[src/rtl/div_clk_monitor_if.sv]
// Bundles the divided-clock input, the error clear and all measurement and
// status results of div_clk_monitor. The master side drives div_clk and clr_err.
// The slave side is the monitor, which returns the measurements.
// Handshake semantics: there is no back-pressure. meas_valid and err are
// single-cycle strobes, and the consumer must sample them in the cycle they are high.
// high_len, low_len and period_len stay valid until the next meas_valid.
interface div_clk_monitor_if #(
   parameter int CNT_W = 8
);
   logic               div_clk;
   logic               clr_err;
   logic [CNT_W-1:0]   high_len;
   logic [CNT_W-1:0]   low_len;
   logic [CNT_W:0]     period_len;
   logic               meas_valid;
   logic               lock;
   logic               err;
   logic               stuck;
   logic               err_sticky;
   logic [7:0]         err_count;

   modport master (
      output div_clk, clr_err,
      input  high_len, low_len, period_len, meas_valid, lock, err, stuck,
             err_sticky, err_count
   );

   modport slave (
      input  div_clk, clr_err,
      output high_len, low_len, period_len, meas_valid, lock, err, stuck,
             err_sticky, err_count
   );
endinterface

[src/rtl/div_clk_monitor.sv]
// Measures the high run, low run and period of a divided clock that is
// generated from clk_in. It checks each complete period against the expected
// shape and reports lock, a per-period strobe, and error and stuck status.
// fsm_state exposes the tracking FSM (0 SYNC, 1 HIGH, 2 LOW) for observation.
module div_clk_monitor #(
   parameter int HIGH_EXP = 2,
   parameter int LOW_EXP  = 3,
   parameter int LOCK_CNT = 4,
   parameter int CNT_W    = 8
) (
   input  logic                   clk_in,
   input  logic                   rst,
   div_clk_monitor_if.slave       mon,
   output logic [1:0]             fsm_state
);

   typedef enum logic [1:0] {
      SYNC = 2'd0,
      HIGH = 2'd1,
      LOW  = 2'd2
   } state_t;

   localparam int                 GW          = $clog2(LOCK_CNT + 1);
   localparam logic [GW-1:0]      GOOD_MAX    = GW'(LOCK_CNT);
   localparam logic [CNT_W-1:0]   RUN_MAX     = '1;
   localparam logic [CNT_W-1:0]   RUN_MAX_M1  = RUN_MAX - CNT_W'(1);

   state_t             state_q, state_d;
   logic               d_q;
   logic               primed_q;
   logic [CNT_W-1:0]   run_cnt_q, run_cnt_d;
   logic [CNT_W-1:0]   high_len_q, high_len_d;
   logic [CNT_W-1:0]   low_len_q, low_len_d;
   logic [CNT_W:0]     period_q, period_d;
   logic               meas_q, meas_d;
   logic               lock_q, lock_d;
   logic               err_q, err_d;
   logic               stuck_q, stuck_d;
   logic               sticky_q, sticky_d;
   logic [7:0]         errcnt_q, errcnt_d;
   logic [GW-1:0]      good_q, good_d;

   logic               rise;
   logic               fall;
   logic               stuck_hit;
   logic               good_period;

   // Edge detection on the sampled divided clock. The first cycle after reset
   // cannot report a rise, so a level that is already high at reset release
   // is treated as a partial phase.
   assign rise = primed_q & mon.div_clk & ~d_q;
   assign fall = d_q & ~mon.div_clk;

   // The run counter would reach its ceiling on this cycle while its phase is still running.
   assign stuck_hit = (run_cnt_q == RUN_MAX_M1) &&
                      (((state_q == HIGH) && !fall && mon.div_clk) ||
                       ((state_q == LOW)  && !rise && !mon.div_clk));

   assign good_period = (high_len_q == CNT_W'(HIGH_EXP)) &&
                        (run_cnt_q == CNT_W'(LOW_EXP));

   // State register for the phase-tracking FSM.
   always_ff @(posedge clk_in or negedge rst) begin
      if (!rst) state_q <= SYNC;
      else      state_q <= state_d;
   end

   // Next-state logic: follow the high and low phases, and drop back to SYNC on a stuck clock.
   always_comb begin
      state_d = state_q;
      case (state_q)
         SYNC: if (rise) state_d = HIGH;
         HIGH: begin
            if (fall)           state_d = LOW;
            else if (stuck_hit) state_d = SYNC;
         end
         LOW: begin
            if (rise)           state_d = HIGH;
            else if (stuck_hit) state_d = SYNC;
         end
         default: state_d = SYNC;
      endcase
   end

   // Output/datapath next values: run counting, period capture, the lock
   // qualifier and error bookkeeping.
   always_comb begin
      run_cnt_d  = run_cnt_q;
      high_len_d = high_len_q;
      low_len_d  = low_len_q;
      period_d   = period_q;
      meas_d     = 1'b0;
      lock_d     = lock_q;
      err_d      = 1'b0;
      stuck_d    = stuck_q;
      good_d     = good_q;
      sticky_d   = sticky_q;
      errcnt_d   = errcnt_q;

      if (rise) stuck_d = 1'b0;

      case (state_q)
         SYNC: begin
            if (rise) run_cnt_d = CNT_W'(1);
         end
         HIGH: begin
            if (fall) begin
               high_len_d = run_cnt_q;
               run_cnt_d  = CNT_W'(1);
            end else if (mon.div_clk) begin
               run_cnt_d  = run_cnt_q + CNT_W'(1);
            end
         end
         LOW: begin
            if (rise) begin
               low_len_d = run_cnt_q;
               period_d  = {1'b0, high_len_q} + {1'b0, run_cnt_q};
               meas_d    = 1'b1;
               run_cnt_d = CNT_W'(1);
               if (good_period) begin
                  if (good_q < GOOD_MAX) good_d = good_q + GW'(1);
                  if (good_d == GOOD_MAX) lock_d = 1'b1;
               end else begin
                  err_d  = 1'b1;
                  good_d = '0;
                  lock_d = 1'b0;
               end
            end else if (!mon.div_clk) begin
               run_cnt_d = run_cnt_q + CNT_W'(1);
            end
         end
         default: run_cnt_d = run_cnt_q;
      endcase

      // The counter lands on its ceiling and holds there. It does not wrap.
      if (stuck_hit) begin
         err_d   = 1'b1;
         stuck_d = 1'b1;
         lock_d  = 1'b0;
         good_d  = '0;
      end

      // A new error takes priority over a clear in the same cycle.
      if (err_d) begin
         sticky_d = 1'b1;
         if (mon.clr_err)            errcnt_d = 8'd1;
         else if (errcnt_q != 8'hFF) errcnt_d = errcnt_q + 8'd1;
      end else if (mon.clr_err) begin
         sticky_d = 1'b0;
         errcnt_d = 8'd0;
      end
   end

   // Registered datapath and outputs, cleared asynchronously by reset.
   always_ff @(posedge clk_in or negedge rst) begin
      if (!rst) begin
         d_q        <= 1'b0;
         primed_q   <= 1'b0;
         run_cnt_q  <= '0;
         high_len_q <= '0;
         low_len_q  <= '0;
         period_q   <= '0;
         meas_q     <= 1'b0;
         lock_q     <= 1'b0;
         err_q      <= 1'b0;
         stuck_q    <= 1'b0;
         good_q     <= '0;
         sticky_q   <= 1'b0;
         errcnt_q   <= 8'd0;
      end else begin
         d_q        <= mon.div_clk;
         primed_q   <= 1'b1;
         run_cnt_q  <= run_cnt_d;
         high_len_q <= high_len_d;
         low_len_q  <= low_len_d;
         period_q   <= period_d;
         meas_q     <= meas_d;
         lock_q     <= lock_d;
         err_q      <= err_d;
         stuck_q    <= stuck_d;
         good_q     <= good_d;
         sticky_q   <= sticky_d;
         errcnt_q   <= errcnt_d;
      end
   end

   assign mon.high_len   = high_len_q;
   assign mon.low_len    = low_len_q;
   assign mon.period_len = period_q;
   assign mon.meas_valid = meas_q;
   assign mon.lock       = lock_q;
   assign mon.err        = err_q;
   assign mon.stuck      = stuck_q;
   assign mon.err_sticky = sticky_q;
   assign mon.err_count  = errcnt_q;
   assign fsm_state      = state_q;

endmodule

[src/flat_wrapper.sv]
// flat-port wrapper written by rule: the top's interface ports become plain ports
module div_clk_monitor_flat 
#(
   parameter int HIGH_EXP = 2,
   parameter int LOW_EXP  = 3,
   parameter int LOCK_CNT = 4,
   parameter int CNT_W    = 8
)
  (clk_in, rst, fsm_state, mon_div_clk, mon_clr_err, mon_high_len, mon_low_len, mon_period_len, mon_meas_valid, mon_lock, mon_err, mon_stuck, mon_err_sticky, mon_err_count);
  div_clk_monitor_if #(.CNT_W(CNT_W)) mon_i ();
  input  logic clk_in;
  input  logic rst;
  output logic [1:0] fsm_state;
  input wire logic [$bits(mon_i.div_clk)-1:0] mon_div_clk;
  input wire logic [$bits(mon_i.clr_err)-1:0] mon_clr_err;
  output wire logic [$bits(mon_i.high_len)-1:0] mon_high_len;
  output wire logic [$bits(mon_i.low_len)-1:0] mon_low_len;
  output wire logic [$bits(mon_i.period_len)-1:0] mon_period_len;
  output wire logic [$bits(mon_i.meas_valid)-1:0] mon_meas_valid;
  output wire logic [$bits(mon_i.lock)-1:0] mon_lock;
  output wire logic [$bits(mon_i.err)-1:0] mon_err;
  output wire logic [$bits(mon_i.stuck)-1:0] mon_stuck;
  output wire logic [$bits(mon_i.err_sticky)-1:0] mon_err_sticky;
  output wire logic [$bits(mon_i.err_count)-1:0] mon_err_count;
  assign mon_i.div_clk = mon_div_clk;
  assign mon_i.clr_err = mon_clr_err;
  assign mon_high_len = mon_i.high_len;
  assign mon_low_len = mon_i.low_len;
  assign mon_period_len = mon_i.period_len;
  assign mon_meas_valid = mon_i.meas_valid;
  assign mon_lock = mon_i.lock;
  assign mon_err = mon_i.err;
  assign mon_stuck = mon_i.stuck;
  assign mon_err_sticky = mon_i.err_sticky;
  assign mon_err_count = mon_i.err_count;
  div_clk_monitor #(.HIGH_EXP(HIGH_EXP), .LOW_EXP(LOW_EXP), .LOCK_CNT(LOCK_CNT), .CNT_W(CNT_W)) u_core (.clk_in(clk_in), .rst(rst), .mon(mon_i), .fsm_state(fsm_state));
endmodule
[config.mk]
export PLATFORM = sky130hd
export DESIGN_NAME = div_clk_monitor_flat
export DESIGN_NICKNAME = d
export VERILOG_FILES = /design/src/rtl/div_clk_monitor_if.sv /design/src/rtl/div_clk_monitor.sv /design/src/flat_wrapper.sv
export SDC_FILE = /design/constraint.sdc
export NUM_CORES = 1
export LEC_CHECK = 0
export ABC_AREA = 1
export CAP_MARGIN = 20
export CORE_MARGIN = 8
export CORE_UTILIZATION = 50
export DETAILED_ROUTE_END_ITERATION = 10
export DONT_BUFFER_PORTS = 1
export PLACE_DENSITY_LB_ADDON = 0.25
export SLEW_MARGIN = 20
export SYNTH_ARGS = -nofsm -noshare
export SYNTH_HDL_FRONTEND = slang
export SYNTH_SLANG_ARGS = --single-unit
export TNS_END_PERCENT = 20
[constraint.sdc]
create_clock -name clk_in -period 3.91 [get_ports clk_in]
set_input_delay 0.782 -clock clk_in [delete_from_list [all_inputs] [get_ports clk_in]]
set_output_delay 0.782 -clock clk_in [all_outputs]
set_load 0.02 [all_outputs]
* Word level (Yosys, flattened, before mapping)
Index checks and enable logic that the tools add are counted.
Widths: inputs -> output; s select.
** Word-level totals
- Bits in registers :: 53
- Latch bits :: 0
- RAM bits :: 0
- Bits in read-only memories :: 0
- Output and inout bits :: 40
- Memories kept :: 0
** Operators by class
- Add/sub/neg operators :: 4
- $mul :: 0
- Div/mod/pow operators :: 0
- $lt $le $gt $ge :: 1
- Equal/unequal tests :: 11
- Shift operators :: 0
- Muxes and demuxes :: 38
- Bitwise gates (word level) :: 5
- Reduce and logical (&&, ||, !) cells :: 22
** Operators with widths (count)
- $mux 8 :: 9
- $mux 3 :: 8
- $pmux 8 s3 :: 1
- $add 8x1->8 const B :: 2
- $eq 8x2->1 const B :: 2
- $mux 1 :: 15
- $add 8x8->9 :: 1
- $ne 3x2->1 const B :: 3
- $eq 8x8->1 const B :: 1
- $mux 2 :: 4
- $ne 8x8->1 const B :: 1
- $reduce_and 2->1 :: 4
- $reduce_bool 2->1 :: 4
- $logic_and 1x1->1 :: 6
- $pmux 2 s3 :: 1
- $reduce_and 4->1 :: 1
- $add 3x1->3 const B :: 1
- $and 1x1->1 :: 3
- $eq 3x3->1 const B :: 1
- $logic_not 1->1 :: 3
- $lt 3x3->1 const B :: 1
- $reduce_and 3->1 :: 1
- $reduce_bool 3->1 :: 1
- $eq 2x1->1 const B :: 1
- 5 further kinds :: 6

* Longest topological paths before layout
- Depth in word-level cells :: 11
- Mapped depth :: 11

* Least setup slack after synthesis
Ideal clock, no wire load.
- Path type :: register to register
- Start point :: reg u_core.state_q[0] (netlist: u_core.fsm_state[0])
- End point :: reg u_core.run_cnt_q[0]
- Data arrival time :: 1.621 ns
- Data required time :: 3.793 ns
- Slack :: 2.172 ns
- Stages on the path, launching flop included :: 10
- Path buffers :: 1
- Period minus slack after synthesis :: 1.738 ns
- Cell sequence :: dfrtp_1 > inv_1 > ha_1 > nand2_1 > inv_1 > nand2_4 > clkbuf_1 > nand3_1 > nand2_1 > nand2_1
** Between the ends
- Longest elaborated chain between the ends :: 3
- Elaborated cells on any way between the ends :: 9
- Those cells by class :: 5 x eq/ne; 1 x mux; 3 x reduce/logical
** Ends and longest elaborated chain
- from (decl) :: line div_clk_monitor.sv:28 : state_t state_q, state_d;
- from (signal assigned) :: line div_clk_monitor.sv:65 : else state_q <= state_d;
- $eq 2x2->1, or another cell as far along :: line div_clk_monitor.sv:102 : case (state_q)
- $ne 3x2->1 (no line), or another cell as far along
- $reduce_and 4->1 (no line)
- to (signal assigned) :: line div_clk_monitor.sv:173 : run_cnt_q <= run_cnt_d;
- to (decl) :: line div_clk_monitor.sv:31 : logic [CNT_W-1:0] run_cnt_q, run_cnt_d;
Parallel ways exist; a longest one is shown, timed or not.
A chain may end at the register's enable or synchronous reset.

* Final worst setup path
- Start point :: reg u_core.state_q[0] (netlist: u_core.fsm_state[0])
- End point :: reg u_core.state_q[0] (netlist: u_core.fsm_state[0])
** Between the ends
- Longest elaborated chain between the ends :: 8
- Elaborated cells on any way between the ends :: 14
- Those cells by class :: 3 x eq/ne; 4 x mux; 7 x reduce/logical
** Ends and longest elaborated chain
- $eq 2x1->1 / $eq 2x2->1 (equally long branches) :: line div_clk_monitor.sv:56, div_clk_monitor.sv:71, div_clk_monitor.sv:57
- $logic_and 1x1->1, on equally long branches (2 in a row) :: line div_clk_monitor.sv:56, div_clk_monitor.sv:57
- $logic_or 1x1->1 :: line div_clk_monitor.sv:56 : (((state_q == HIGH) && !fall && mon.div_clk) ||
- $logic_and 1x1->1 :: line div_clk_monitor.sv:55 : assign stuck_hit = (run_cnt_q == RUN_MAX_M1) &&
- $mux 2
- $mux 2, on equally long branches
- $pmux 2 s3 :: line div_clk_monitor.sv:71 : case (state_q)
Parallel ways exist; a longest one is shown, timed or not.

==> impl_metrics.toml <==
[yosys]
async_flop_share = 1.00
ys.flop_type = "dfrtp_1"
netlist_instances = 394
yosysWarnings = 0
synthesis.nets = 416
syn_area_mm2 = 0.00310
synth_cell_types = 33
yosysSeqAreaShare = 0.427
avgSynthCellArea_um2 = 7.88
synth_edf_count = 0
synth-seq-cells = 53

[placed_design]
port_buffers = 0
dp_hpwl_mm = 4.88
place_ws_ps = 1620
place_congestion = 0.857

[timing]
rsz0062_at_grt = "false"
fin_tns_setup_ps = 0
hold_viol = 0
worst_slew_pin_slew_ps = 613
setup_viol_count_final = 0
timing.hold.ws_ps = 154
slew_headroom = 0.590
fin_crit_ps = 2300
min_period_over_period = 0.588
setup_ws_ps = 1610
finClkSkew_ps = 8.32
slew_viol_final = 0
max_freq_ghz = 0.435

[global_routing]
grtUsageMet2 = 0.245
antenna_found_initial = 0
grt_overflow_total = 0
grt_pass1_vias = 2386
grt_usage = 0.161
met1_usage = 0.208
busiest_layer = "met2"
globalRouteMet3Util = 0.0500
grt_max_degree = 54
grt_pass1_wl_mm = 11.5

[drt]
routed_via_density = 5.29
first_iter_violations = 131
drt_wl_total_mm = 6.63
drc = 0
via_count = 2471
routedWlPerCell_um = 14.2
ant_nets = 0
drtPass1Iterations = 4

[floorplan]
io_pins = 44
die_x_um = 94.8
rows = 28
initial_core_util = 0.521
die_area_mm2 = 0.00898
coreArea_mm2 = 0.00596
die_height_um = 94.8

[layout]
seqCellArea_mm2 = 0.00133
multi_input_area_mm2 = 0.00158
area.growth.synth_to_final_pct = 4.52
finalNetCount = 413
layout_common_cells = "118 x nand2_1, 53 x dfrtp_1, 37 x inv_1"
final_common_cell = "nand2_1"
drive_gt1_frac = 0.0740
num_antenna_cells = 0
n_fill_cell = 564

[cts]
cts_htree_levels = 2
cts_resized = 0
cts.sinks = 53
cts-root-buf = "clkbuf_8"
cts_tree = "yes"
cts_setup_buffers = 0
clock_path_buffers = 2
clk_latency_ps = 310
cts.clk_slew.worst_paths_ps = 100
hold_buffers = 0
cts_buffers = 5

[setup_path]
path_max_fanout = 32
cp.required_ps = 4100
arrival_ps = 2490
start_kind = "flip-flop"
path_class = "flip-flop to flip-flop"
worstSetupEndpointType = "flip-flop"

[status]
status = "finished, final reports clean"

[pwr]
p_sw_frac = 0.393
p_clk_frac = 0.219
finalPower_mw = 1.49
p_comb_frac = 0.272
p_per_area_mw_per_mm2 = 459
power.internal_mw = 0.903
peakVddDrop_v = 0.000305
leakagePower_nw = 1.68
p_seq_frac = 0.509
switchingPower_mw = 0.585

[worst_hold_path]
holdCritPathClass = "primary input to async pin"

[flow_run]
maxCapViolCount = 0
-- cells in the mapped netlist (3+ instances only) --
library cell	n	area share
a21oi_1	13	0.021
nand3_1	36	0.058
nand2_2	3	0.0060
nor2_1	35	0.042
nand2_1	118	0.14
nand4_1	10	0.020
xnor2_1	5	0.014
buf_2	3	0.0048
ha_1	17	0.069
nand2_4	6	0.022
inv_1	37	0.045
o21ai_0	27	0.044
nor2_4	3	0.011
dfrtp_1	53	0.43
clkbuf_1	5	0.0060
-- critical path, cell delays in order (launching register included) --
cell      delay, ps
dfrtp_1         550
inv_1           140
ha_1            300
nand2_1         120
inv_1            70
nand2_4         280
clkinv_1        360
nor2_1          170
nand2_1          70
nand2_1          50
o21ai_0          70
-- per-layer routing --
metal  wire length, um  up-vias
met2              2910       58
li1                  -     1265
met3               515       10
met5                 0        -
met4               149        0
met1              3050     1138
-- power groups by stage --
stage | combinational (mW) | sequential, mW | clock (mW)
2_1_floorplan | 0.355 | 0.743 | 0
3_3_place_gp | 0.401 | 0.770 | 0
3_5_place_dp | 0.408 | 0.772 | 0
4_1_cts | 0.409 | 0.762 | 0.339
5_1_grt | 0.479 | 0.776 | 0.359
6_report | 0.405 | 0.758 | 0.326
-- kinds of logic after synthesis --
logic type,Yosys count,share of synthesized area
buffers and inverters,50,0.0645
AO/OA/AOI/OAI,45,0.0786
other,1,0.00121
XOR/XNOR,6,0.0169
adder cells (fa/ha/maj),18,0.0750
AND/OR/NAND/NOR,221,0.336
flip-flops,53,0.427
-- final cells by class --
type                       instances  area share
multi-input combinational        291       0.486
clock buffer                       6      0.0255
sequential                        53       0.409
tap                               75      0.0289
inverter                          40      0.0463
clock inverter                     2     0.00424
-- sequential cells by signal, summed over array words and instances, names as in the netlist, 2 cells and up --
name	count
u_core.good_q	3
u_core.run_cnt_q	8
u_core.mon.period_len	9
u_core.mon.low_len	8
u_core.fsm_state	2
u_core.mon.err_count	8
u_core.mon.high_len	8
-- path summary, 6_finish.rpt --
kind / startpoint / cells past startpoint / end / slack, ps
worst max-delay path: u_core.fsm_state[0] / 10 / u_core.fsm_state[0] / 1610
worst min-delay path: rst / 0 / u_core.mon.high_len[5] / 150
worst max register to register: u_core.fsm_state[0] / 10 / u_core.fsm_state[0] / 1610
worst min register to register: u_core.run_cnt_q[0] / 2 / u_core.run_cnt_q[0] / 570
max in group asynchronous: rst / 0 / u_core.mon.err_sticky / 3650
min in group clk_in: mon_div_clk / 0 / u_core.d_q / 500
-- through the flow --
step	cell area (um^2)	cells	utilization
after detailed placement	3150	459	0.528
after global placement	3150	459	0.528
final	3240	467	0.545
after floorplan	3100	394	-
after global routing	3240	467	0.545
after CTS	3240	467	0.545
No activity file was read; power rests on OpenSTA's default activity.
